**src/rtl/fetch_ctrl.sv**
```systemverilog
// fetch_ctrl: fetch-stage hazard/redirect controller for a 5-stage pipeline.
//
// Ports:
//   clk        in   rising-edge clock
//   rst_n      in   asynchronous active-low reset
//   haz_ld     in   load-use hazard in ID; hold fetch one cycle
//   call_req   in   call resolved in EX
//   br_taken   in   taken branch resolved in EX
//   ret_req    in   return decoded in EX; target not yet available
//   ret_valid  in   return target available from MEM
//   halt_req   in   halt instruction reached EX
//   resume     in   leave HALT
//   stall      out  freeze PC in fetch stage
//   Call       out  PC-redirect select: call target
//   Branch     out  PC-redirect select: branch target
//   Ret        out  PC-redirect select: return target
//   flush      out  squash IF/ID and ID/EX this cycle
//   halted     out  controller is in HALT
//   stall_cnt  out  saturating count of stall cycles since reset
//   state_dbg  out  current FSM state (BOOT=0, RUN=1, RETW=2, HALT=3)
//
// Handshake: there is no valid/ready pairing here. Every request input is a
// single-cycle level sampled combinationally; its effect on the outputs is
// visible in the same cycle and the state change lands on the next rising edge.

module fetch_ctrl (
  input  logic        clk,
  input  logic        rst_n,
  input  logic        haz_ld,
  input  logic        call_req,
  input  logic        br_taken,
  input  logic        ret_req,
  input  logic        ret_valid,
  input  logic        halt_req,
  input  logic        resume,
  output logic        stall,
  output logic        Call,
  output logic        Branch,
  output logic        Ret,
  output logic        flush,
  output logic        halted,
  output logic [15:0] stall_cnt,
  output logic [1:0]  state_dbg
);

  typedef enum logic [1:0] {
    BOOT = 2'd0,
    RUN  = 2'd1,
    RETW = 2'd2,
    HALT = 2'd3
  } state_t;

  state_t      state_q, state_d;
  logic [15:0] stall_cnt_q, stall_cnt_d;

  // State register.
  always_ff @(posedge clk or negedge rst_n) begin
    if (!rst_n) begin
      state_q <= BOOT;
    end else begin
      state_q <= state_d;
    end
  end

  // Next-state and Mealy outputs.
  always_comb begin
    state_d = state_q;
    stall   = 1'b0;
    flush   = 1'b0;
    Call    = 1'b0;
    Branch  = 1'b0;
    Ret     = 1'b0;
    halted  = 1'b0;
    case (state_q)
      BOOT: begin
        // One cycle for the instruction memory read enable to settle.
        stall   = 1'b1;
        flush   = 1'b1;
        state_d = RUN;
      end
      RUN: begin
        // Fixed priority: call > branch > return > halt > load-use hazard.
        if (call_req) begin
          Call  = 1'b1;
          flush = 1'b1;
        end else if (br_taken) begin
          Branch = 1'b1;
          flush  = 1'b1;
        end else if (ret_req) begin
          stall   = 1'b1;
          flush   = 1'b1;
          state_d = RETW;
        end else if (halt_req) begin
          stall   = 1'b1;
          flush   = 1'b1;
          state_d = HALT;
        end else if (haz_ld) begin
          stall = 1'b1;
        end
      end
      RETW: begin
        // Everything except ret_valid is ignored while the target is in flight.
        flush = 1'b1;
        if (ret_valid) begin
          Ret     = 1'b1;
          state_d = RUN;
        end else begin
          stall = 1'b1;
        end
      end
      HALT: begin
        // stall stays high in the resume cycle; fetch restarts from RUN.
        stall  = 1'b1;
        halted = 1'b1;
        if (resume) begin
          state_d = RUN;
        end
      end
      default: begin
        state_d = BOOT;
      end
    endcase
  end

  // Saturating stall counter.
  always_comb begin
    stall_cnt_d = stall_cnt_q;
    if (stall && (stall_cnt_q != 16'hFFFF)) begin
      stall_cnt_d = stall_cnt_q + 16'd1;
    end
  end

  always_ff @(posedge clk or negedge rst_n) begin
    if (!rst_n) begin
      stall_cnt_q <= 16'd0;
    end else begin
      stall_cnt_q <= stall_cnt_d;
    end
  end

  assign stall_cnt = stall_cnt_q;
  assign state_dbg = state_q;

endmodule
```
**config.mk**
```make
export PLATFORM = sky130hd
export DESIGN_NAME = fetch_ctrl
export DESIGN_NICKNAME = d
export VERILOG_FILES = /design/src/rtl/fetch_ctrl.sv
export SDC_FILE = /design/constraint.sdc
export NUM_CORES = 1
export LEC_CHECK = 0
export CAP_MARGIN = 15
export CORE_AREA = 2 2 52 63
export DETAILED_ROUTE_END_ITERATION = 8
export DIE_AREA = 0 0 54 65
export PLACE_DENSITY = 0.71
export SLEW_MARGIN = 20
export SYNTH_ARGS = -nofsm -noshare
export SYNTH_HDL_FRONTEND = slang
export SYNTH_SLANG_ARGS = --single-unit
export TNS_END_PERCENT = 10
```
**constraint.sdc**
```tcl
create_clock -name clk -period 4.7 [get_ports clk]
set_input_delay 0.94 -clock clk [delete_from_list [all_inputs] [get_ports clk]]
set_output_delay 0.94 -clock clk [all_outputs]
set_load 0.02 [all_outputs]
```
==> reports/summary.md, run 1 <==
- area added between synthesis and finish: 34.68%
- 1st-pass router iterations: 4
- synthesized-area fraction occupied by ao, oa, aoi and oai cells: 6.061%
- non-filler cells in the finished layout: 173
- average routed wire per standard cell: 13.02 um
- sequential fraction of design power: 30.9%
- count of mapped cells out of synthesis: 102
- Adder-Cell Fraction of Synth Area: 7.856%
- part of the power in the clock network: 9.9%
- largest driver fanout on the critical path: 16
- top cells by area in the synthesized netlist: sky130_fd_sc_hd__dfrtp_1, sky130_fd_sc_hd__xor2_1, sky130_fd_sc_hd__ha_1, sky130_fd_sc_hd__mux2_2, sky130_fd_sc_hd__nand2_1
- worst-case clock skew: 0.003427 ns
- worst hold-check slack: 0.4986 ns
- crit end category: output port
- distinct cell type count after synthesis: 33
- max-capacitance violation count: 0
- via count of the first global-routing pass: 920
- clock tree from TritonCTS: built
- cell row count: 22
- internal portion of total power: 0.5512 mW
- worst slew pin tran: 0.8676 ns
- count of cells along the worst hold path: 1
- top-level I/O count: 33
- final-report hold violation count: 0
- area inside the core boundary: 2973 um^2
- Die Outline Area: 3510 um^2
- final WL: 2252 um
- maximum number of pins on one net before global-route repair: 19
- WP data required: 3.76 ns
- fillers: 286
- Min Clock Period, post-route: 3.759 ns
- count of pins over their slew limit: 0
- run status: complete, no violations
- buffers from clock root to sink, at most: 2
- Highest Clock Rate: 0.2661 GHz
- number of cells upsized or downsized after cts: 0
- final design instance area without fill: 1501 um^2
- grt total ovfl: 0
- critical path type: input pin to output port
- placed wire-length estimate after detailed placement: 1801 um
- count leader, synth: sky130_fd_sc_hd__dfrtp_1
- final design utilization: 50.51%
- routability-driven placement congestion ratio: 0.7953
- worst supply voltage drop on vdd: 0.0003051 V
- Synth Area in XOR/XNOR: 9.428%
- net count after synthesis: 118
- max-slew headroom at the worst pin: 41.95%
- final setup violation count: 0
- share of the clock period used by the worst path: 79.97%
- fraction of synthesis flops using an asynchronous set or reset pin: 100.0%
- sw power: 0.4391 mW
- instance area after placement: 1465 um^2
- DRC violations left: 0
- multiplexer fraction of the synthesized cell area: 5.387%
- number of storage elements in the synthesis netlist: 18
- clock edge transition at the registers on the reported setup and hold paths: 0.11 ns
- combinational family with the most area after synthesis: simple AND/OR/NAND/NOR gates
- global-route wire length before repair: 3712 um
- number of synthesized flops with an enable pin: 0
- total number of clock tree sinks: 18
- mean number of vias per cell: 5.156
- ANT cells: 0
- Total Negative Setup Slacks: 0 ns
- number of levels in the clock H-tree: 1
- multi-input logic area: 630.6 um^2
- starting utilization of the core area: 37.50%
- total number of nets in the final design: 154
- syn_area_per_cell: 10.93 um^2
- die span in x: 54 um
- CTS root buffer: sky130_fd_sc_hd__clkbuf_4
- cell area after synthesis: 1115 um^2
- path category of the worst min-delay check: flop to flop
- number of buffers inserted by post-CTS setup repair: 0
- Lkg Pwr: 0.5852 nW
- Clk Latency, worst-skew pair: 0.30 ns
- number of antenna violations at the first check in global routing: 0
- CTS hold repair buffers: 0
- Synth Warn #: 0
- cell type contributing the most total cell area after synthesis: sky130_fd_sc_hd__dfrtp_1
- cell count of the worst reg-to-reg path: 5
- most frequent cells after synthesis: sky130_fd_sc_hd__dfrtp_1, sky130_fd_sc_hd__nand2_1, sky130_fd_sc_hd__xor2_1, sky130_fd_sc_hd__ha_1, sky130_fd_sc_hd__nor2_1
- arrival time at the worst endpoint: 2.82 ns
- simple-gate area share of the yosys netlist: 27.83%
- register cell area after layout: 450.4 um^2
- placed cell count: 169
- fraction of post-synthesis cell area in the top cell type by area: 40.40%
- antenna-violating nets left: 0
- share of synthesized area occupied by flip-flops and latches: 40.40%
- kind of start point of the critical path: input pin
- combinational cell fraction of total power: 59.2%
- unrepaired setup endpoints after global routing: false
- height of the die: 65 um
- areal power density over the cells: 659.5 nW/um^2
- violation count after the first detailed-route iteration: 12
- fraction of power spent switching nets: 44.34%
- share of layout cells above drive strength 1: 15.33%
- count of input and output buffers: 32
- via count: 892
- commonest register cell after synthesis: sky130_fd_sc_hd__dfrtp_1
- overall global routing resource usage: 14.22%
- number of buffers inserted during clock tree synthesis: 3
cell families after synthesis:
family | count (synthesis)
AOI/OAI and AO/OA | 7
xor gates and xnor gates | 12
adders and majority gates | 7
buffers and inverters | 5
DFF | 18
muxes | 5
and+or+nand+nor | 48
path summary, 6_finish.rpt:
check	start	end	slack [ns]
min in group asynchronous	rst_n	stall_cnt[14]	1.09
max in group asynchronous	rst_n	stall_cnt[1]	3.12
worst min register to register	stall_cnt[6]	stall_cnt[6]	0.50
worst max-delay path	ret_req	stall	0.94
worst max register to register	stall_cnt[3]	stall_cnt[1]	2.48
worst min-delay path	stall_cnt[6]	stall_cnt[6]	0.50
critical path, stage by stage:
cell and delay [ns]:
sky130_fd_sc_hd__clkdlybuf4s50_1 0.45, sky130_fd_sc_hd__or3_4 0.41, sky130_fd_sc_hd__a31oi_4 0.17, sky130_fd_sc_hd__buf_4 0.23, sky130_fd_sc_hd__inv_1 0.08, sky130_fd_sc_hd__clkdlybuf4s50_1 0.54
power groups by stage:
stage / Combinational (mW) / Sequential [mW] / Clock (mW)
final: 0.586 / 0.306 / 0.0982
after global routing: 0.635 / 0.319 / 0.107
after CTS: 0.594 / 0.308 / 0.0987
after detailed placement: 0.592 / 0.309 / 0
after global placement: 0.585 / 0.306 / 0
after floorplan: 0.305 / 0.366 / 0
routing by layer:
metal | global-route usage [%] | routed length (um) | up-vias
met1 | 15.84 | 883 | 430
met3 | 2.765 | 108 | 3
met2 | 26.37 | 1238 | 30
met4 | 3.750 | 21 | 0
met5 | 0 | 0 | -
li1 | - | - | 429
layout by cell type, fill, tap and decap left out, types with 2 or more instances in the layout:
cell,n
sky130_fd_sc_hd__clkdlybuf4s50_1,32
sky130_fd_sc_hd__nand3_1,4
sky130_fd_sc_hd__nor3_1,2
sky130_fd_sc_hd__xor2_1,12
sky130_fd_sc_hd__nor2_1,6
sky130_fd_sc_hd__dfrtp_1,18
sky130_fd_sc_hd__nand2_1,12
sky130_fd_sc_hd__nand2b_1,4
sky130_fd_sc_hd__mux2_2,4
sky130_fd_sc_hd__and3_1,2
sky130_fd_sc_hd__nor4_1,5
sky130_fd_sc_hd__clkbuf_4,3
sky130_fd_sc_hd__ha_1,7
sky130_fd_sc_hd__nand4b_1,2
sky130_fd_sc_hd__inv_1,3
layout make-up:
type	count	share of cell area (%)
multi-input cells	79	42.00
repair buffers	33	21.83
well taps	36	3.000
flip-flops and latches	18	30.00
clock buffers	4	2.417
inverters	3	0.7500
registers in the layout, summed over array words and instances (netlist names):
name	cells
stall_cnt	16
state_dbg	2
stage by stage:
step / power (mW) / setup WS (ns)
after CTS: 1.001 / 0.9410
after floorplan: 0.6704 / 1.908
after detailed placement: 0.9011 / 0.9339
after global routing: 1.061 / 0.8613
final: 0.9902 / 0.9414
after global placement: 0.8911 / 0.9652
Note: power is estimated with default switching activity, not from simulation.
==> run 2: changes to the inputs <==
PLACE_DENSITY = 0.74   (was 0.71)
clock period = 3.05 ns   (was 4.7 ns; I/O delays follow)
==> run 2 against run 1 <==
Critical path depth shrank 1. Die area is the same. Register-to-register slack lost 1.4 ns. Clock skew grew 0.0049 ns. Flip-flop and latch count is the same. Sequential share of layout area grew 0.13 points. Via count shrank 0.34%. Design area shrank 0.42%. Largest power group unchanged.
==> reports/summary.md, run 2 (synthesis gave the netlist of run 1 again) <==
- run status: complete, no violations
- CTS root buffer: sky130_fd_sc_hd__clkbuf_4
- commonest non-fill, non-tap cells in the layout: sky130_fd_sc_hd__clkdlybuf4s50_1, sky130_fd_sc_hd__dfrtp_1, sky130_fd_sc_hd__nand2_1, sky130_fd_sc_hd__xor2_1, sky130_fd_sc_hd__ha_1
- area added between synthesis and finish: 34.12%
- Lkg Pwr: 0.5835 nW
- Die Outline Area: 3510 um^2
- placed wire-length estimate after detailed placement: 1808 um
- clock tree from TritonCTS: built
- crit end category: output port
- areal power density over the cells: 1006 nW/um^2
- buffers from clock root to sink, at most: 2
- sequence of cells on the critical path: clkdlybuf4s50_1, or3_4, a31oi_4, inv_1, clkdlybuf4s50_1
- total number of clock tree sinks: 18
- area inside the core boundary: 2973 um^2
- worst slew pin tran: 0.8394 ns
- unrepaired setup endpoints after global routing: false
- height of the die: 65 um
- cell row count: 22
- average routed wire per standard cell: 13.53 um
- via count: 889
- antenna-violating nets left: 0
- worst hold-check slack: 0.4906 ns
- count of pins over their slew limit: 0
- final WL: 2340 um
- kind of start point of the critical path: input pin
- count of input and output buffers: 32
- number of buffers inserted during clock tree synthesis: 3
- CTS hold repair buffers: 0
- via count of the first global-routing pass: 944
- fillers: 284
- post-placement setup slack: 0.1340 ns
- ANT cells: 0
- non-filler cells in the finished layout: 173
- most common library cell in the layout ignoring fill and taps: sky130_fd_sc_hd__clkdlybuf4s50_1
- placed cell count: 170
- max-slew headroom at the worst pin: 43.87%
- number of antenna violations at the first check in global routing: 0
- global-route wire length before repair: 4043 um
- arrival time at the worst endpoint: 2.30 ns
- total number of nets in the final design: 155
- clock edge transition at the registers on the reported setup and hold paths: 0.09 ns
- number of levels in the clock H-tree: 1
- path category of the worst min-delay check: flop to flop
- maximum number of pins on one net before global-route repair: 19
- grt total ovfl: 0
- Slowest-stage cell, CP: sky130_fd_sc_hd__clkdlybuf4s50_1
- Min Clock Period, post-route: 2.909 ns
- routability-driven placement congestion ratio: 0.7650
- register cell area after layout: 450.4 um^2
- mean number of vias per cell: 5.139
- WP data required: 2.44 ns
- top-level I/O count: 33
- Worst path max stage delay: 0.55 ns
- Highest Clock Rate: 0.3438 GHz
- worst supply voltage drop on vdd: 0.0005095 V
- multi-input logic area: 630.6 um^2
- 1st-pass router iterations: 4
- violation count after the first detailed-route iteration: 18
- DRC violations left: 0
- final setup violation count: 0
- largest driver fanout on the critical path: 4
- cell repeated most along the worst path: sky130_fd_sc_hd__clkdlybuf4s50_1
- flip-flop count of the largest register after layout: 16
- share of the clock period used by the worst path: 95.38%
- crit path setup slack, layout: 0.1409 ns
- critical path type: input pin to output port
- final design instance area without fill: 1495 um^2
- starting utilization of the core area: 37.50%
- number of buffers inserted by post-CTS setup repair: 0
- worst-case clock skew: 0.008350 ns
- Total Negative Setup Slacks: 0 ns
- Clk Latency, worst-skew pair: 0.29 ns
- max-capacitance violation count: 0
- share of layout cells above drive strength 1: 15.33%
- overall global routing resource usage: 15.10%
- final-report hold violation count: 0
- die span in x: 54 um
- number of cells upsized or downsized after cts: 0
- instance area after placement: 1473 um^2
-- run 2: cell count changes in the layout (fill, tap and decap cells not counted), sizes merged --
cell | previous run | this run
buf | 1 | 2
clkbuf | 4 | 3
-- run 2: power breakdown --
group	leakage, nW	switching, mW	internal [mW]
Combinational	0.375	0.475	0.445
Sequential	0.195	0.137	0.333
Clock	0.0138	0.0700	0.0458
-- run 2: routing by layer --
| layer | track usage, % | wire, um | vias up |
|---|---|---|---|
| met4 | 3.750 | 18 | 0 |
| met2 | 26.07 | 1205 | 31 |
| met1 | 17.30 | 948 | 428 |
| met3 | 5.300 | 167 | 2 |
| li1 | - | - | 428 |
| met5 | 0 | 0 | - |
-- run 2: area by class of cell --
cell class | instances | area share (%)
timing repair buffer | 34 | 22.43
multi-input combinational | 79 | 42.18
inverter | 3 | 0.7531
sequential | 18 | 30.13
clock buffer | 3 | 1.506
tap | 36 | 3.013
-- run 2: path summary, 6_finish.rpt --
check	slack [ns]	cells after the start	start	endpoint
max reg2reg	1.06	8	state_dbg[0]	stall_cnt[14]
max in group asynchronous	1.73	1	rst_n	stall_cnt[1]
min in group asynchronous	0.80	1	rst_n	stall_cnt[14]
max	0.14	5	ret_req	stall
min	0.49	1	stall_cnt[9]	stall_cnt[9]
min reg2reg	0.49	1	stall_cnt[9]	stall_cnt[9]
-- run 2: metrics by stage --
stage                     power [mW]  util, %
after floorplan                1.033        -
after global placement         1.375    49.54
after detailed placement       1.397    49.54
after CTS                      1.521    50.29
after global routing           1.618    50.29
final                          1.505    50.29
-- run 2: critical path, delay by kind of cell --
family	cells	cell delay [ns]
AND/OR/NAND/NOR	1	0.42
buffers and inverters	3	1.08
AO/OA/AOI/OAI	1	0.20
